--- config.mk ---
export PLATFORM = sky130hd
export DESIGN_NAME = pad_input_conditioner
export DESIGN_NICKNAME = d
export VERILOG_FILES = /design/src/rtl/pad_input_conditioner.sv
export SDC_FILE = /design/constraint.sdc
export NUM_CORES = 1
export LEC_CHECK = 0
export BUFFER_PORTS_ARGS = -buffer_cell sky130_fd_sc_hd__buf_4
export CORE_ASPECT_RATIO = 2
export CORE_UTILIZATION = 40
export DETAILED_ROUTE_END_ITERATION = 12
export SKIP_LAST_GASP = 1
export SLEW_MARGIN = 25
export SYNTH_ARGS = -nofsm -noshare
export SYNTH_HDL_FRONTEND = slang
export SYNTH_SLANG_ARGS = --single-unit
--- constraint.sdc ---
create_clock -name pad_clk -period 3.37 [get_ports pad_clk]
set_clock_uncertainty 0.05 [all_clocks]
set_input_delay 0.337 -clock pad_clk [delete_from_list [all_inputs] [get_ports pad_clk]]
set_output_delay 0.337 -clock pad_clk [all_outputs]
set_load 0.03 [all_outputs]
--- src/rtl/pad_input_conditioner.sv ---
// Input conditioning between pad ring and core: synchronises and debounces the bidir inputs,
// generates edge pulses, and captures the pad data bus on a debounced strobe (bidir bit 0).
module pad_input_conditioner #(
   parameter int unsigned DATA_W          = 16,
   parameter int unsigned BIDIR_W         = 4,
   parameter int unsigned SYNC_STAGES     = 2,
   parameter int unsigned DEBOUNCE_CYCLES = 4
) (
   input  logic               pad_clk,
   input  logic               pad_rst,
   input  logic [DATA_W-1:0]  pad_data_in,
   input  logic [BIDIR_W-1:0] bidir_inputs_from_pad,
   input  logic               data_ready,
   input  logic               overrun_clr,
   output logic [BIDIR_W-1:0] bidir_clean,
   output logic [BIDIR_W-1:0] bidir_rise,
   output logic [BIDIR_W-1:0] bidir_fall,
   output logic [DATA_W-1:0]  data_out,
   output logic               data_valid,
   output logic               overrun
);

   localparam int unsigned CNT_W = $clog2(DEBOUNCE_CYCLES + 1);
   localparam logic [CNT_W-1:0] CNT_MAX = CNT_W'(DEBOUNCE_CYCLES - 1);

   typedef enum logic {StIdle, StHold} state_t;

   logic [BIDIR_W-1:0] bsync_q [SYNC_STAGES];
   logic [BIDIR_W-1:0] bsync_d [SYNC_STAGES];
   logic [DATA_W-1:0]  dsync_q [SYNC_STAGES];
   logic [DATA_W-1:0]  dsync_d [SYNC_STAGES];
   logic [CNT_W-1:0]   cnt_q   [BIDIR_W];
   logic [CNT_W-1:0]   cnt_d   [BIDIR_W];
   logic [BIDIR_W-1:0] clean_q, clean_d;
   logic [BIDIR_W-1:0] rise_q, rise_d;
   logic [BIDIR_W-1:0] fall_q, fall_d;
   logic [DATA_W-1:0]  data_q, data_d;
   logic               overrun_q, overrun_d;
   state_t             state_q, state_d;

   logic [BIDIR_W-1:0] s;
   logic [DATA_W-1:0]  d_sync;
   logic               strobe_evt;

   assign s      = bsync_q[SYNC_STAGES-1];
   assign d_sync = dsync_q[SYNC_STAGES-1];

   always_comb begin
      bsync_d[0] = bidir_inputs_from_pad;
      dsync_d[0] = pad_data_in;
      for (int k = 1; k < SYNC_STAGES; k++) begin
         bsync_d[k] = bsync_q[k-1];
         dsync_d[k] = dsync_q[k-1];
      end
   end

   // A mismatch must persist DEBOUNCE_CYCLES consecutive cycles before clean follows s.
   always_comb begin
      clean_d = clean_q;
      for (int i = 0; i < BIDIR_W; i++) begin
         cnt_d[i] = cnt_q[i];
         if (s[i] == clean_q[i]) begin
            cnt_d[i] = '0;
         end else if (cnt_q[i] == CNT_MAX) begin
            cnt_d[i]   = '0;
            clean_d[i] = s[i];
         end else begin
            cnt_d[i] = cnt_q[i] + 1'b1;
         end
      end
      rise_d = clean_d & ~clean_q;
      fall_d = ~clean_d & clean_q;
   end

   assign strobe_evt = clean_d[0] & ~clean_q[0];

   always_comb begin
      state_d   = state_q;
      data_d    = data_q;
      overrun_d = overrun_q;
      if (overrun_clr) begin
         overrun_d = 1'b0;
      end
      unique case (state_q)
         StIdle: begin
            if (strobe_evt) begin
               data_d  = d_sync;
               state_d = StHold;
            end
         end
         StHold: begin
            if (data_ready && strobe_evt) begin
               data_d = d_sync;
            end else if (data_ready) begin
               state_d = StIdle;
            end else if (strobe_evt) begin
               overrun_d = 1'b1;
            end
         end
         default: state_d = StIdle;
      endcase
   end

   always_ff @(posedge pad_clk or posedge pad_rst) begin
      if (pad_rst) begin
         for (int k = 0; k < SYNC_STAGES; k++) begin
            bsync_q[k] <= '0;
            dsync_q[k] <= '0;
         end
         for (int i = 0; i < BIDIR_W; i++) begin
            cnt_q[i] <= '0;
         end
         clean_q   <= '0;
         rise_q    <= '0;
         fall_q    <= '0;
         data_q    <= '0;
         overrun_q <= 1'b0;
         state_q   <= StIdle;
      end else begin
         for (int k = 0; k < SYNC_STAGES; k++) begin
            bsync_q[k] <= bsync_d[k];
            dsync_q[k] <= dsync_d[k];
         end
         for (int i = 0; i < BIDIR_W; i++) begin
            cnt_q[i] <= cnt_d[i];
         end
         clean_q   <= clean_d;
         rise_q    <= rise_d;
         fall_q    <= fall_d;
         data_q    <= data_d;
         overrun_q <= overrun_d;
         state_q   <= state_d;
      end
   end

   assign bidir_clean = clean_q;
   assign bidir_rise  = rise_q;
   assign bidir_fall  = fall_q;
   assign data_out    = data_q;
   assign data_valid  = (state_q == StHold);
   assign overrun     = overrun_q;

endmodule

==> flow_metrics.tcl <==
set metrics [dict create \
    status "complete, no violations" \
    area_delta_synth_final_pct 30.0 \
    worstSetupStartpointType "flip-flop" \
    drv_slew 0 \
    totalWireLength_um 4210 \
    critPathMaxFanout 16 \
    grtUsageMet1_pct 15.5 \
    drtIter0Drc 50 \
    synth_ff_type "dfrtp_1" \
    ys_types 18 \
    antenna_cells 0 \
    dp_hpwl_um 2990 \
    switchingPower_uw 902 \
    pwr-share-clk_pct 30.6 \
    cp-end-kind "flip-flop" \
    layout_min_cycle_time_ps 1700 \
    cp.arrival_ps 1860 \
    synth-edff-count 0 \
    yosysTopAreaCellShare_pct 77.1 \
    tightest_slew_ps 431 \
    layout.nets 239 \
    fillCellCount 572 \
    swShare_pct 29.6 \
    grt_pass1_wl_um 7300 \
    leakage_uw 0.00174 \
    cts_max_path_buffers 2 \
    hold_path.class "in2reg" \
    cts_buffers 9 \
    clock.fmax_ghz 0.590 \
    cap_violations 0 \
    grt_util_met3_pct 4.41 \
    combPwrFrac_pct 26.7 \
    required_ps 3530 \
    fin_setup_tns_ps 0 \
    r2r_cells 6 \
    antenna_found_initial 0 \
    portBuffers 53 \
    synth_area_um2 2660 \
    synthCells 145 \
    whs_path_depth 1 \
    grt.total_usage_pct 14.6 \
    die_width_um 59.7 \
    synth_fp_nets 173 \
    synthTopCellsByArea "dfrtp_1 (77%), mux2_4 (5.6%), mux2_2 (4.2%)" \
    grt_max_degree 36 \
    placementRows 41 \
    cts_root_buffer "clkbuf_16" \
    synth.avg_cell_area_um2 18.4 \
    dieHeight_um 117 \
    synth.largest_area_cell "dfrtp_1" \
    path_clk_slew_ps 60 \
    dr.pass1.iters 4 \
    ys_warn_count 0 \
    power.internal_uw 2140 \
    p_seq_share_pct 42.7 \
    ctsHtreeMaxLevel 3 \
    ys_ff_latch 82 \
    ios 54 \
    die_area_um2 7000 \
    finalWeightedCongestion 0.606 \
    fin_crit_sh_pct 50.3 \
    drive_gt1_share_pct 44.2 \
    clkSinkCount 82 \
    holdWs_ps 63.1 \
    grt_overflow 0 \
    p_per_area_nw_per_um2 880 \
    drc 0 \
    path_class "reg2reg" \
    vias 1344 \
    drt-wirelength-per-cell_um 14.0 \
    postRouteAntennaNets 0 \
    peakVddDrop_mv 0.365 \
    use_met2_pct 24.1 \
    grt_pass1_vias 1546 \
    coreArea_um2 6360 \
    rsz0062_at_grt "no" \
    setup_viol 0 \
    ys_seq_area_share_pct 77.1 \
    hold_viol 0 \
    start_util_pct 41.8 \
    cts_tree "done" \
    busiest_layer "met2" \
    routed_via_density 4.47 \
    clk_latency_ps 320 \
    max_slew_margin_pct 71.3 \
    postSynth.asyncResetShare_pct 100 \
]
-- through the flow --
| stage | power (uW) | setup slack (ps) | cells | util (%) | cell area [um2] |
|---|---|---|---|---|---|
| finish | 3040 | 1670 | 301 | 54.4 | 3460 |
| global route | 3190 | 1580 | 301 | 54.4 | 3460 |
| CTS | 3080 | 1660 | 301 | 54.4 | 3460 |
| detailed placement | 2150 | 1660 | 285 | 49.7 | 3160 |
| global placement | 2100 | 1750 | 285 | 49.7 | 3160 |
| floorplan | 1830 | 875 | 145 | - | 2660 |
-- routing by layer --
layer,wire (um),share of wire (%)
met1,1510,36
met2,2380,56
met3,191,4.5
met4,124,2.9
met5,0,0
-- power groups by stage --
stage,Clock (uW),Combinational [uW],Sequential (uW)
3_5_place_dp,0,827,1320
2_1_floorplan,0,290,1540
3_3_place_gp,0,800,1300
5_1_grt,995,873,1330
4_1_cts,954,828,1300
6_report,931,814,1300
-- flip-flops by register name (all words and copies together), names as in the netlist --
register / flops
d_sync: 16
data_out: 16
dsync_d: 16
cnt_q: 12
bidir_clean: 4
bidir_fall: 4
bidir_rise: 4
bsync_d: 4
s: 4
data_valid: 1
overrun: 1
-- logic make-up (layout without fill, tap and decap cells) --
kind of cell | Yosys count | count (layout) | share of synthesized area, %
flops | 82 | 82 | 77.1
simple gates | 27 | 27 | 7.95
mux | 20 | 20 | 9.87
buf+inv | 7 | 77 | 1.65
fa+ha+maj | 4 | 4 | 1.88
xor+xnor | 4 | 4 | 1.32
compound gates | 1 | 1 | 0.235
-- synth_stat cells (3+ instances only) --
cell,instances
dfrtp_1,82
nor3b_1,14
mux2_2,10
mux2_4,10
inv_1,5
ha_1,4
nor3_1,4
xnor2_1,4
nand2b_1,3
-- layout by cell type, fill, tap and decap left out, types with 9 or more instances in the layout --
master	Yosys	routed
dfrtp_1	82	82
buf_4	0	55
mux2_4	10	10
nor3b_1	14	14
clkbuf_16	0	9
mux2_2	10	10
-- repair_timing --
| item | in CTS | in global routing |
|---|---|---|
| hold buffers | 1 | 0 |
| hold endpoints to repair | 24 | 0 |
| resized for setup | 0 | 0 |
| endpoints found under the setup margin | 0 | 0 |
| buffers inserted | 0 | 0 |
-- layout make-up --
class	instances	area (um2)	share of cell area, %
clock buffer	12	246	7.12
multi-input combinational	56	566	16.3
tap	86	108	3.11
sequential	82	2050	59.3
inverter	6	25.0	0.723
clock inverter	3	40.0	1.16
timing repair buffer	56	423	12.2
-- critical path, cell delays in order (launching register included) --
cell,delay (ps)
dfrtp_1,380
ha_1,220
nor2b_4,150
nand3b_4,90
clkinv_2,80
nand2_4,230
mux2_2,380
-- worst paths after layout --
kind,startpoint,endpoint,slack (ps)
max reg2reg,cnt_q[9]$_DFF_PP0_,data_out[11]$_DFFE_PP0P_,1670
max in group asynchronous,pad_rst,dsync_d[6]$_DFF_PP0_,1990
min in group asynchronous,pad_rst,bidir_clean[2]$_DFF_PP0_,520
max,cnt_q[9]$_DFF_PP0_,data_out[11]$_DFFE_PP0P_,1670
min,pad_data_in[14],dsync_d[14]$_DFF_PP0_,60
min reg2reg,dsync_d[6]$_DFF_PP0_,d_sync[6]$_DFF_PP0_,300
Power figures use the tool's default switching activity.
